## config.mk

```make
export PLATFORM = sky130hd
export DESIGN_NAME = seg_led_hex595_n
export DESIGN_NICKNAME = d
export VERILOG_FILES = /design/src/rtl/seg_led_pkg.sv /design/src/rtl/seg_shift595.sv /design/src/rtl/seg_led_hex595_n.sv
export SDC_FILE = /design/constraint.sdc
export NUM_CORES = 1
export LEC_CHECK = 0
export BUFFER_PORTS_ARGS = -buffer_cell sky130_fd_sc_hd__buf_2
export CORE_ASPECT_RATIO = 1.1
export CORE_UTILIZATION = 64
export DETAILED_ROUTE_END_ITERATION = 10
export GPL_TIMING_DRIVEN = 1
export PLACE_DENSITY = 0.85
export SLEW_MARGIN = 25
export SYNTH_ARGS = -nofsm -noshare
export SYNTH_HDL_FRONTEND = slang
export SYNTH_SLANG_ARGS = --single-unit
export TNS_END_PERCENT = 1
```

## constraint.sdc

```tcl
create_clock -name sys_clk -period 9.9 [get_ports sys_clk]
set_input_delay 2.475 -clock sys_clk [delete_from_list [all_inputs] [get_ports sys_clk]]
set_output_delay 2.475 -clock sys_clk [all_outputs]
set_load 0.01 [all_outputs]
```

## src/rtl/seg_led_pkg.sv

```systemverilog
// seg_led_pkg: shared states, constants and hex decoder for the 74HC595 hex display driver
package seg_led_pkg;

    typedef enum logic [1:0] {ST_IDLE, ST_SHIFT, ST_HOLD} state_t;
    typedef enum logic [1:0] {SER_IDLE, SER_SHIFT, SER_LATCH} ser_state_t;

    localparam logic [7:0] SEG_BLANK = 8'hFF;
    localparam int SEL_W = 8;

    function automatic logic [6:0] hex_to_seg(input logic [3:0] nib);
        case (nib)
            4'h0: hex_to_seg = 7'h3F;
            4'h1: hex_to_seg = 7'h06;
            4'h2: hex_to_seg = 7'h5B;
            4'h3: hex_to_seg = 7'h4F;
            4'h4: hex_to_seg = 7'h66;
            4'h5: hex_to_seg = 7'h6D;
            4'h6: hex_to_seg = 7'h7D;
            4'h7: hex_to_seg = 7'h07;
            4'h8: hex_to_seg = 7'h7F;
            4'h9: hex_to_seg = 7'h6F;
            4'hA: hex_to_seg = 7'h77;
            4'hB: hex_to_seg = 7'h7C;
            4'hC: hex_to_seg = 7'h39;
            4'hD: hex_to_seg = 7'h5E;
            4'hE: hex_to_seg = 7'h79;
            default: hex_to_seg = 7'h71;
        endcase
    endfunction

endpackage

```

## src/rtl/seg_shift595.sv

```systemverilog
// seg_shift595: 16-bit MSB-first serializer with shift-clock divider and storage strobe
module seg_shift595
    import seg_led_pkg::*;
#(
    parameter int CLK_DIV = 4
) (
    input  logic        sys_clk,
    input  logic        sys_rst_n,
    input  logic        start,
    input  logic [15:0] word,
    output logic        done,
    output logic        clk,
    output logic        dat,
    output logic        str
);

    localparam int DW = CLK_DIV > 1 ? $clog2(CLK_DIV) : 1;

    ser_state_t  state, state_n;
    logic [DW-1:0] div, div_n;
    logic        hi, hi_n;
    logic [3:0]  bitn, bitn_n;
    logic [15:0] sreg, sreg_n;
    logic        div_end;

    // next state: each bit is CLK_DIV low then CLK_DIV high, then CLK_DIV cycles of strobe
    always_comb begin
        state_n = state;
        div_n   = div;
        hi_n    = hi;
        bitn_n  = bitn;
        sreg_n  = sreg;
        div_end = div == DW'(CLK_DIV - 1);
        done    = state == SER_LATCH && div_end;
        case (state)
            SER_IDLE: if (start) begin
                state_n = SER_SHIFT;
                div_n   = '0;
                hi_n    = 1'b0;
                bitn_n  = '0;
                sreg_n  = word;
            end
            SER_SHIFT: begin
                div_n = div_end ? '0 : div + 1'b1;
                if (div_end) begin
                    hi_n = !hi;
                    if (hi) begin
                        sreg_n  = {sreg[14:0], 1'b0};
                        bitn_n  = bitn + 1'b1;
                        state_n = bitn == 4'd15 ? SER_LATCH : SER_SHIFT;
                    end
                end
            end
            SER_LATCH: begin
                div_n   = div_end ? '0 : div + 1'b1;
                state_n = div_end ? SER_IDLE : SER_LATCH;
            end
            default: state_n = SER_IDLE;
        endcase
    end

    // state and glitch-free registered pin outputs; reset drops all pins at once
    always_ff @(posedge sys_clk or negedge sys_rst_n) begin
        if (!sys_rst_n) begin
            state <= SER_IDLE;
            div   <= '0;
            hi    <= 1'b0;
            bitn  <= '0;
            sreg  <= '0;
            clk   <= 1'b0;
            dat   <= 1'b0;
            str   <= 1'b0;
        end else begin
            state <= state_n;
            div   <= div_n;
            hi    <= hi_n;
            bitn  <= bitn_n;
            sreg  <= sreg_n;
            clk   <= state_n == SER_SHIFT && hi_n;
            dat   <= state_n == SER_SHIFT && sreg_n[15];
            str   <= state_n == SER_LATCH;
        end
    end

endmodule

```

## src/rtl/seg_led_hex595_n.sv

```systemverilog
// seg_led_hex595_n: multiplexed hex display over chained 74HC595s, frame-synchronous updates
// Define SEG_LED_LZB_EN to enable leading-zero blanking on the shadowed value.
module seg_led_hex595_n
    import seg_led_pkg::*;
#(
    parameter int DIGITS  = 8,
    parameter int CLK_DIV = 4,
    parameter int HOLD    = 1000
) (
    input  logic                  sys_clk,
    input  logic                  sys_rst_n,
    input  logic [4*DIGITS-1:0]   value,
    input  logic [DIGITS-1:0]     dp,
    input  logic [DIGITS-1:0]     blank,
    input  logic                  load,
    output logic                  clk,
    output logic                  dat,
    output logic                  str,
    output logic                  frame_done,
    output logic                  pending
);

    localparam int IW = DIGITS > 1 ? $clog2(DIGITS) : 1;
    localparam int HW = HOLD > 1 ? $clog2(HOLD) : 1;

    state_t              state, state_n;
    logic [IW-1:0]       idx, idx_n;
    logic [HW-1:0]       hcnt, hcnt_n;
    logic [4*DIGITS-1:0] sh_value, st_value, src_value;
    logic [DIGITS-1:0]   sh_dp, st_dp, src_dp, sh_blank, st_blank, src_blank;
    logic                start, done, frame_start, last, use_st, lead_zero;
    logic [6:0]          seg;
    logic [7:0]          seg_byte;
    logic [SEL_W-1:0]    sel;
    logic [15:0]         word;

    // digit sequencing: launch a word, wait for its latch, hold, advance digit
    always_comb begin
        state_n     = state;
        idx_n       = idx;
        hcnt_n      = hcnt;
        last        = idx == IW'(DIGITS - 1);
        start       = state == ST_IDLE || (state == ST_HOLD && hcnt == HW'(HOLD - 1));
        frame_start = start && idx == '0;
        case (state)
            ST_IDLE:  state_n = ST_SHIFT;
            ST_SHIFT: if (done) begin
                state_n = ST_HOLD;
                hcnt_n  = '0;
                idx_n   = last ? '0 : idx + 1'b1;
            end
            ST_HOLD: begin
                hcnt_n  = hcnt + 1'b1;
                state_n = start ? ST_SHIFT : ST_HOLD;
            end
            default: state_n = ST_IDLE;
        endcase
    end

    // word encoding; at a frame start the staged data is used directly since the shadow updates on that same edge
    always_comb begin
        use_st    = frame_start && pending;
        src_value = use_st ? st_value : sh_value;
        src_dp    = use_st ? st_dp : sh_dp;
        src_blank = use_st ? st_blank : sh_blank;
        seg       = hex_to_seg(src_value[{idx, 2'b00} +: 4]);
`ifdef SEG_LED_LZB_EN
        lead_zero = idx != '0 && (src_value >> {idx, 2'b00}) == '0;
`else
        lead_zero = 1'b0;
`endif
        seg_byte  = src_blank[idx] ? SEG_BLANK : ~{src_dp[idx], lead_zero ? 7'd0 : seg};
        sel       = SEL_W'(1) << idx;
        word      = {seg_byte, sel};
    end

    // sequencer registers and end-of-frame pulse
    always_ff @(posedge sys_clk or negedge sys_rst_n) begin
        if (!sys_rst_n) begin
            state      <= ST_IDLE;
            idx        <= '0;
            hcnt       <= '0;
            frame_done <= 1'b0;
        end else begin
            state      <= state_n;
            idx        <= idx_n;
            hcnt       <= hcnt_n;
            frame_done <= done && last;
        end
    end

    // staging captures every load; shadow takes staging only at a frame start so frames never mix
    always_ff @(posedge sys_clk or negedge sys_rst_n) begin
        if (!sys_rst_n) begin
            st_value <= '0;
            st_dp    <= '0;
            st_blank <= '1;
            sh_value <= '0;
            sh_dp    <= '0;
            sh_blank <= '1;
            pending  <= 1'b0;
        end else begin
            pending <= load || (pending && !frame_start);
            if (load) begin
                st_value <= value;
                st_dp    <= dp;
                st_blank <= blank;
            end
            if (use_st) begin
                sh_value <= st_value;
                sh_dp    <= st_dp;
                sh_blank <= st_blank;
            end
        end
    end

    seg_shift595 #(.CLK_DIV(CLK_DIV)) u_shift (
        .sys_clk  (sys_clk),
        .sys_rst_n(sys_rst_n),
        .start    (start),
        .word     (word),
        .done     (done),
        .clk      (clk),
        .dat      (dat),
        .str      (str)
    );

endmodule

```

==> impl_metrics.ini, run 1 <==
[sta]
fin_crit_sh_pct = 46.19
relSlewSlack_pct = 40.07
layout_min_cycle_time_ps = 4572
holdWs_ps = 486.1
maxSlewViolCount = 0
rsz0062_at_grt = no
finClkSkew_ps = 7.348
max_freq_ghz = 0.2187
tightest_slew_ps = 898.9
final-setup-viol-count = 0
setup_tns_ps = 0
hold_violations = 0

[placement]
placed_cell_area_um2 = 7086
gp_congestion = 0.8399
hpwlAfterDp_um = 9168
placedCellCount = 716
numPortBuffers = 55

[routing]
via_per_inst = 6.233
totalWireLength_um = 14030
drcViolationCount = 0
drtPass1Iterations = 4
wl_per_cell_um = 18.76
postRouteAntennaNets = 0
dr_total_vias = 4662
drtIter0Drc = 381

[global_routing]
gr-total-overflow = 0
grt_usage_pct = 28.99
grt_pass1_vias = 4842
grt_max_degree = 87
antenna_found_initial = 0
grt_pass1_wl_um = 23940

[logic_synthesis]
ys_ff_latch = 141
syn_area_um2 = 6744
synth.avg_cell_area_um2 = 12.26
netlist_instances = 550
yosysMostFrequentCell = dfrtp_1
synth_ff_type = dfrtp_1
ys_top_cells_by_count = dfrtp_1 (125), mux2_2 (99), nand2_1 (31), o21ai_0 (30)
synth_edf_count = 0
yosysWarnings = 0
ys_seq_area_share_pct = 52.62
yosysUniqueCellTypes = 64
synthTopCellsByArea = dfrtp_1 (46%), mux2_2 (17%), dfstp_2 (6.2%)
syn-num-nets = 620
synth.top_cell.area_share_pct = 46.38
async_flop_share_pct = 100.0
synth_top_area_cell = dfrtp_1

[power]
p_per_area_nw_per_um2 = 180.4
cellLeakagePower_uw = 0.003471
power_uw = 1393
max-vdd-ir-drop_mv = 0.1613

[critical_path]
slowest_stage = a311oi_2
crit_required_ps = 10310
path_max_fanout = 35
cp_data_arrival_time_ps = 4980
crit_family = compound AO/OA/AOI/OAI gates
critPathMaxStageDelay_ps = 810
crit_buf_inv = 2
crit_type = reg2reg
worstPathCellList = inv_1, ha_1, and3b_4, nand3_2, nand2_2, buf_4, mux2_1, o211ai_1, a311oi_2, mux2_2, a221oi_1, o21ai_1
endpoint_kind = flop
start_kind = flop

[clock_tree]
cts_tree = done
hold_buffers = 0
root_buffer = clkbuf_8
htree_levels = 4
cts_buffer_depth = 2
clk_pin_slew_ps = 60
cts_sinks = 141
post_cts_buffers = 0
cts_resized = 0
clk_latency_ps = 530
cts_buffers = 17

[floorplanning]
die_h_um = 109.7
dieWidth_um = 99.88
core-area_um2 = 10030
boundaryPins = 56
start_util_pct = 67.22
dieArea_um2 = 10950
fp-row-count = 38

[cells_and_area]
syn2layout_area_growth_pct = 14.55
drive_above_1_share_pct = 36.35
design_area_um2 = 7725
stdcell_count = 748
nNetsFinal = 665
antenna_cells = 0

[outcome]
status = finished, final reports clean

[run]
max-cap-violations = 0

[hold_path]
hold_path.class = reg2reg
==> registers in the layout, indices dropped and copies added, names as in the netlist <==
| signal | cells |
|---|---|
| u_shift.div | 2 |
| u_shift.state | 2 |
| u_shift.clk | 1 |
| frame_done | 1 |
| u_shift.sreg | 16 |
| state | 2 |
| idx | 3 |
| st_value | 32 |
| pending | 1 |
| u_shift.str | 1 |
| sh_blank | 8 |
| sh_value | 32 |
| u_shift.dat | 1 |
| sh_dp | 8 |
| u_shift.hi | 1 |
| hcnt | 10 |
| u_shift.bitn | 4 |
| st_blank | 8 |
| st_dp | 8 |
==> layout make-up <==
class,count,area (µm²)
well taps,140,175.2
inverters,14,52.55
clock buffers,21,449.2
repair buffers,59,314.1
clock inverters,11,187.7
flip-flops and latches,141,3548
fillers,604,2307
multi-input cells,362,2998
==> routing by layer <==
metal,track usage (%),routed length (µm),vias to the layer above
met2,49.46,7274,158
met5,0,0,-
met4,13.45,328,0
li1,-,-,2112
met3,5.912,668,28
met1,35.75,5758,2364
==> worst register-to-register path, delay by kind of cell, from the launching register on <==
kind                     cells  cell delay (ps)
AO/OA/AOI/OAI                4             1320
adder cells (fa/ha/maj)      1              310
buffers and inverters        2              860
flip-flops                   1              380
multiplexers                 2              680
AND/OR/NAND/NOR              3              900
==> final timing paths <==
kind | cells after the start | slack (ps) | from | end
setup / recovery | 12 | 5330 | idx[0] | u_shift.sreg[14]
hold / removal | 2 | 490 | u_shift.sreg[6] | u_shift.sreg[6]
setup reg to reg | 12 | 5330 | idx[0] | u_shift.sreg[14]
hold reg to reg | 2 | 490 | u_shift.sreg[6] | u_shift.sreg[6]
max in group asynchronous | 2 | 6730 | sys_rst_n | sh_value[10]
min in group asynchronous | 1 | 1980 | sys_rst_n | sh_dp[6]
==> cells by family after synthesis <==
| group | synth area share (%) |
|---|---|
| AO/OA/AOI/OAI | 10.04 |
| multiplexers | 20.30 |
| flip-flops | 52.62 |
| AND/OR/NAND/NOR | 10.20 |
| adder cells (fa/ha/maj) | 3.525 |
| buffers and inverters | 2.931 |
| XOR/XNOR | 0.3897 |
==> power breakdown <==
part	switching [µW]	internal (µW)	total, µW	leakage [µW]
Clock	234	447	681	0.000306
Sequential	18.1	612	630	0.00174
Combinational	38.9	42.9	81.8	0.00142
Total	291	1100	1390	0.00347
==> cells in the final DEF (no fill, tap or decap), drive strengths merged, types with 5 or more instances in the layout <==
cell,instances
dfrtp,125
mux2,104
buf,59
o21ai,33
nand2,32
nor2,25
clkbuf,21
ha,19
nand3,19
a21oi,16
dfstp,16
inv,14
and3,11
o22ai,8
and2,8
mux4,7
nand4,6
a221oi,6
bufinv,5
nor3,5
==> through the flow <==
stage,setup slack [ps],utilization (%)
2_1_floorplan,6144,-
3_3_place_gp,5635,70.63
3_5_place_dp,5449,70.63
4_1_cts,5355,76.98
5_1_grt,4981,77.00
6_report,5328,77.00
(Power assumes the default switching activity.)
==> run 2, diff against run 1 <==
--- a/config.mk
+++ b/config.mk
@@ -7,10 +7,10 @@
 export LEC_CHECK = 0
 export BUFFER_PORTS_ARGS = -buffer_cell sky130_fd_sc_hd__buf_2
 export CORE_ASPECT_RATIO = 1.1
-export CORE_UTILIZATION = 64
+export CORE_UTILIZATION = 60
 export DETAILED_ROUTE_END_ITERATION = 10
 export GPL_TIMING_DRIVEN = 1
-export PLACE_DENSITY = 0.85
+export PLACE_DENSITY = 0.8
 export SLEW_MARGIN = 25
 export SYNTH_ARGS = -nofsm -noshare
 export SYNTH_HDL_FRONTEND = slang
==> constraint.sdc (replaced) <==
create_clock -name sys_clk -period 4.3 [get_ports sys_clk]
set_input_delay 1.075 -clock sys_clk [delete_from_list [all_inputs] [get_ports sys_clk]]
set_output_delay 1.075 -clock sys_clk [all_outputs]
set_load 0.01 [all_outputs]
==> run 2 against run 1 <==
  * Flip-flop and latch count did not move
  * Clock power rose by 110%
  * Maximum frequency rose by 16%
  * Sequential share of layout area barely moved
  * Cell count rose by 1.5%
  * Setup slack got worse by 5000 ps
  * Clock skew rose by 2.1 ps
  * Sequential power rose by 130%
  * Count of clock-buffer cells in the layout fell by 2
  * Wire length fell by 2.2%
  * Critical path depth rose by 2
  * Highest routed layer unchanged
==> impl_metrics.ini, run 2 (synthesized netlist as in run 1, its figures left out) <==
[cells_and_area]
multi_input_area_um2 = 2998
fill_cells = 774
syn2layout_area_growth_pct = 14.64
drive_above_1_share_pct = 37.25
layout_commonest_cell = dfrtp_1
regArea_um2 = 3548
stdcell_count = 759
nNetsFinal = 669
top_regs = sh_value: 32 flops, st_value: 32 flops, u_shift.sreg: 16 flops
final_cell_mix = dfrtp_1 (125), mux2_2 (99), buf_2 (53), nand2_1 (31), o21ai_0 (29)
antenna_cells = 0

[sta]
max_freq_ghz = 0.2541
tightest_slew_ps = 892.7
fin_crit_sh_pct = 91.51
maxSlewViolCount = 0
final-setup-viol-count = 0
rsz0062_at_grt = no
hold_violations = 0
finClkSkew_ps = 9.421
relSlewSlack_pct = 40.49
layout_min_cycle_time_ps = 3935
setup_tns_ps = 0

[routing]
via_per_inst = 6.025
drcViolationCount = 0
postRouteAntennaNets = 0
wl_per_cell_um = 18.07
totalWireLength_um = 13720
drtIter0Drc = 221
dr_total_vias = 4573
drtPass1Iterations = 4

[global_routing]
gr-total-overflow = 0
grt_max_degree = 104
antenna_found_initial = 0
grt_usage_pct = 26.49
grt_pass1_vias = 4766
grt_pass1_wl_um = 23100

[power]
power_frac_comb_pct = 6.1
seqPwrFrac_pct = 47.0
p_switching_uw = 693.4
switching_share_pct = 22.45
cellLeakagePower_uw = 0.003477
p_int_uw = 2395
clkPwrFrac_pct = 46.9
power_uw = 3088
p_per_area_nw_per_um2 = 399.4
max-vdd-ir-drop_mv = 0.2848

[critical_path]
worstPathCellList = inv_2, ha_1, and3b_4, nand4bb_4, nand2_2, buf_12, mux2_2, o22ai_1, nor4_4, inv_1, ha_1, mux2_2, a221oi_1, o21ai_1
crit_type = reg2reg
crit_family = simple AND/OR/NAND/NOR gates
r2r_slack_ps = 360
slowest_stage = dfrtp_1
path_max_fanout = 57
start_kind = flop
cp_data_arrival_time_ps = 4230
crit_required_ps = 4600
r2r-start = idx[1]
critPathMaxStageDelay_ps = 510
crit_buf_inv = 3
endpoint_kind = flop
cp-startpoint = idx[1]
r2r-end = u_shift.sreg[14]
r2r_cells = 14

[clock_tree]
cts_buffer_depth = 2
cts_buffers = 17
cts_resized = 0
htree_levels = 4
clk_latency_ps = 430
cts_sinks = 141
clk_pin_slew_ps = 60
cts_tree = done
post_cts_buffers = 0
root_buffer = clkbuf_16
hold_buffers = 0

[floorplanning]
fp-row-count = 40
die_h_um = 113.2
dieWidth_um = 103.1
core-area_um2 = 10910
dieArea_um2 = 11670
boundaryPins = 56
start_util_pct = 61.81

[hold_path]
hp-start = sh_value[5]
hold_path.class = reg2reg
whs_endpoint = sh_value[5]
whs_path_depth = 1

[run]
max-cap-violations = 0

[placement]
numPortBuffers = 55
gp_congestion = 0.8100
placedCellCount = 727
hpwlAfterDp_um = 9151

[outcome]
status = finished, final reports clean
[run 2: cell count changes in the layout (fill, tap and decap cells not counted), sizes merged]
cell	change
clkbuf	-2
clkinv	+3
bufinv	-3
buf	+4
inv	+2
[run 2: worst max-delay path by stage]
stage | cells after the start | end | slack (ps)
3_3_place_gp | 14 | u_shift.sreg[14] | 640
2_1_floorplan | 17 | u_shift.sreg[14] | 540
3_5_place_dp | 14 | u_shift.sreg[14] | 450
6_report | 14 | u_shift.sreg[14] | 360
4_1_cts | 14 | u_shift.sreg[14] | 390
5_1_grt | 14 | u_shift.sreg[14] | 80
[run 2: per-layer routing]
metal / routed length (µm) / up-vias / track usage [%]
met5: 0 / - / 0
li1: - / 2127 / -
met1: 5693 / 2309 / 33.01
met3: 577 / 31 / 6.609
met2: 7119 / 106 / 43.51
met4: 327 / 0 / 11.74
[run 2: final cells by class]
| class | count | share of cell area [%] |
|---|---|---|
| well taps | 147 | 2.379 |
| multi-input cells | 362 | 38.78 |
| flip-flops and latches | 141 | 45.90 |
| clock buffers | 19 | 5.859 |
| repair buffers | 63 | 4.612 |
| clock inverters | 13 | 1.796 |
| inverters | 14 | 0.6797 |
[run 2: metrics by stage]
| stage | instance area, µm² | hold slack [ps] | setup WS (ps) | utilization [%] |
|---|---|---|---|---|
| final | 7731 | 488.4 | 364.9 | 70.86 |
| after global routing | 7731 | 509.0 | 75.35 | 70.86 |
| after CTS | 7729 | 488.2 | 386.2 | 70.84 |
| after detailed placement | 7137 | 475.0 | 445.3 | 65.41 |
| after global placement | 7137 | 463.9 | 640.6 | 65.41 |
| after floorplan | 6744 | 448.5 | 543.5 | - |
[run 2: worst register-to-register path: cells and delay by family, from the launching register on]
kind	cells	cell delay, ps
compound gates	3	580
flops	1	510
simple gates	4	990
buf+inv	3	700
mux	2	540
fa+ha+maj	2	500
[run 2: power groups by stage]
| stage | Combinational [µW] | Sequential, µW | Clock, µW |
|---|---|---|---|
| after global routing | 209 | 1460 | 1530 |
| after floorplan | 116 | 1450 | 0 |
| after detailed placement | 189 | 1470 | 0 |
| final | 188 | 1450 | 1450 |
| after CTS | 191 | 1450 | 1470 |
| after global placement | 178 | 1470 | 0 |
==> run 3, diff against run 2 <==
--- a/config.mk
+++ b/config.mk
@@ -5,6 +5,7 @@
 export SDC_FILE = /design/constraint.sdc
 export NUM_CORES = 1
 export LEC_CHECK = 0
+export ABC_AREA = 1
 export BUFFER_PORTS_ARGS = -buffer_cell sky130_fd_sc_hd__buf_2
 export CORE_ASPECT_RATIO = 1.1
 export CORE_UTILIZATION = 60
==> run 3 against run 2 <==
  * Via count rose by 22%
  * Clock power grew 3%
  * Global-route usage grew 1.2 points
==> impl_metrics.ini, run 3 <==
[routing]
wl_met3_um = 730
wl_per_cell_um = 15.00
via_per_inst = 5.582
wirelength_met1_um = 6455
postRouteAntennaNets = 0
drtPass1Iterations = 5
drtIter0Drc = 433
totalWireLength_um = 14940
route.met2.wl_um = 7500
drcViolationCount = 0
dr_total_vias = 5560
top_layer_used = met4

[critical_path]
worstPathCellList = ha_1, nand2_1, nor2_1, nand3_1, nand2_2, nand3_4, inv_1, nand2_1, nand3_1, nand3_1, nand3_1, nand2_2, inv_1, ha_1, nand3_1, nand2_1, nand2_1, nand3_1, nand2_1, a21oi_1
slowest_stage = nand2_2
path_max_fanout = 30
cp_data_arrival_time_ps = 3690
r2r_cells = 20
start_kind = flop
crit_path_frequent_cell = nand3_1
crit_type = reg2reg
worstSetupPathDepth = 20
endpoint_kind = flop
crit_family = simple AND/OR/NAND/NOR gates
crit_buf_inv = 2
crit_required_ps = 4640
critPathMaxStageDelay_ps = 440

[global_routing]
gr-total-overflow = 0
grt_pass1_vias = 5631
grt_pass1_wl_um = 26180
grt_max_degree = 73
grt_usage_pct = 27.73
antenna_found_initial = 0

[cells_and_area]
top_regs = sh_value: 32 flops, st_value: 32 flops, u_shift.sreg: 16 flops
final_cell_mix = nand2_1 (203), dfrtp_1 (125), nand3_1 (92), inv_1 (80), o21ai_0 (58)
fill_cells = 846
design_area_um2 = 7818
layout_commonest_cell = nand2_1
drive_above_1_share_pct = 17.20
antenna_cells = 0
syn2layout_area_growth_pct = 14.06
stdcell_count = 996
nNetsFinal = 906

[clock_tree]
cts_sinks = 141
hold_buffers = 0
cts_resized = 0
cts_buffer_depth = 2
htree_levels = 4
cts_buffers = 17
cts_tree = done
clk_pin_slew_ps = 60
clk_latency_ps = 410
post_cts_buffers = 0
root_buffer = clkbuf_16

[logic_synthesis]
yosysWarnings = 0
netlist_instances = 792
synthTopCellsByArea = dfrtp_1 (46%), nand2_1 (11%), nand3_1 (6.7%)
async_flop_share_pct = 100.0
yosysUniqueCellTypes = 40
synth_edf_count = 0
ys_seq_area_share_pct = 51.77
synth_top_area_cell = dfrtp_1
syn_area_um2 = 6854
syn-num-nets = 862
ys_top_cells_by_count = nand2_1 (203), dfrtp_1 (125), nand3_1 (92), inv_1 (80), o21ai_0 (58)
yosysMostFrequentCell = nand2_1
synth.top_cell.area_share_pct = 45.64
synth.avg_cell_area_um2 = 8.654
synth_ff_type = dfrtp_1
ys_ff_latch = 141

[power]
max-vdd-ir-drop_mv = 0.2535
p_per_area_nw_per_um2 = 397.9
cellLeakagePower_uw = 0.003935

[sta]
finClkSkew_ps = 6.013
hold_violations = 0
relSlewSlack_pct = 55.85
tightest_slew_ps = 658.1
max_freq_ghz = 0.2984
setup_tns_ps = 0
final-setup-viol-count = 0
fin_crit_sh_pct = 77.94
rsz0062_at_grt = no
layout_min_cycle_time_ps = 3351
maxSlewViolCount = 0

[hold_path]
whs_path_depth = 2
hold_path.class = reg2reg

[placement]
numPortBuffers = 55
gp_congestion = 0.8251
hpwlAfterDp_um = 9495
placedCellCount = 964
placed_cell_area_um2 = 7192

[floorplanning]
die_h_um = 114.1
dieWidth_um = 103.9
core-area_um2 = 11010
fp-row-count = 40
dieArea_um2 = 11860
start_util_pct = 62.25
boundaryPins = 56

[outcome]
status = finished, final reports clean

[run]
max-cap-violations = 0
## run 3: cell count changes in the layout (fill, tap and decap cells not counted), moves of 6 or more
cell and delta:
a221oi_1 -6, and3_1 -11, inv_1 +69, mux2_2 -74, mux4_2 -7, nand2_1 +172, nand3_1 +74, nand4_1 +21
o21ai_0 +29, o21ai_1 +12, o22ai_1 -6
## run 3: area by class of cell
type	count	area, µm²	share of cell area (%)
Timing Repair Buffer	63	356.6	4.561
Sequential cell	141	3548	45.39
Inverter	83	311.5	3.985
Tap cell	147	183.9	2.353
Clock inverter	5	33.78	0.4321
Multi-Input combinational cell	530	2794	35.74
Clock buffer	27	589.3	7.538
## run 3: power by group
part           internal, µW  total, µW  switching, µW
sequential             1400       1430           28.0
clock                   944       1490            547
combinational          75.5        187            112
## run 3: final timing paths
kind	from	endpoint	slack (ps)
worst max-delay path	hcnt[0]	u_shift.sreg[13]	950
worst min-delay path	sh_value[16]	sh_value[16]	470
worst min register to register	sh_value[16]	sh_value[16]	470
worst max register to register	hcnt[0]	u_shift.sreg[13]	950
min in group asynchronous	sys_rst_n	st_dp[6]	680
max in group asynchronous	sys_rst_n	sh_blank[7]	2830
## run 3: worst min-delay path, delay by kind of cell, from the launching register on
kind | cells | cell delay (ps)
flops | 1 | 320
simple gates | 2 | 120
## run 3: metrics by stage
step	setup slack [ps]	utilization [%]	hold WS (ps)	total power, µW
global route	576.8	71.00	486.3	3225
finish	948.5	71.00	468.8	3111
global placement	1158	65.32	448.0	1630
CTS	964.2	70.98	469.6	3121
detailed placement	1042	65.32	454.1	1642
floorplan	1270	-	436.7	1557
## run 3: cells by family (layout without fill, tap and decap cells)
family	after synthesis	after routing	synth area share (%)
and+or+nand+nor	375	375	24.33
DFF	141	141	51.77
buffers and inverters	121	178	7.503
AOI/OAI and AO/OA	109	109	8.562
muxes	25	25	4.107
adders and majority gates	19	19	3.468
xor gates and xnor gates	2	2	0.2556
## run 3: layer usage
metal	up-vias	track usage, %
met1	2667	35.31
met5	-	0
met2	176	47.82
li1	2690	-
met4	0	9.429
met3	27	5.521
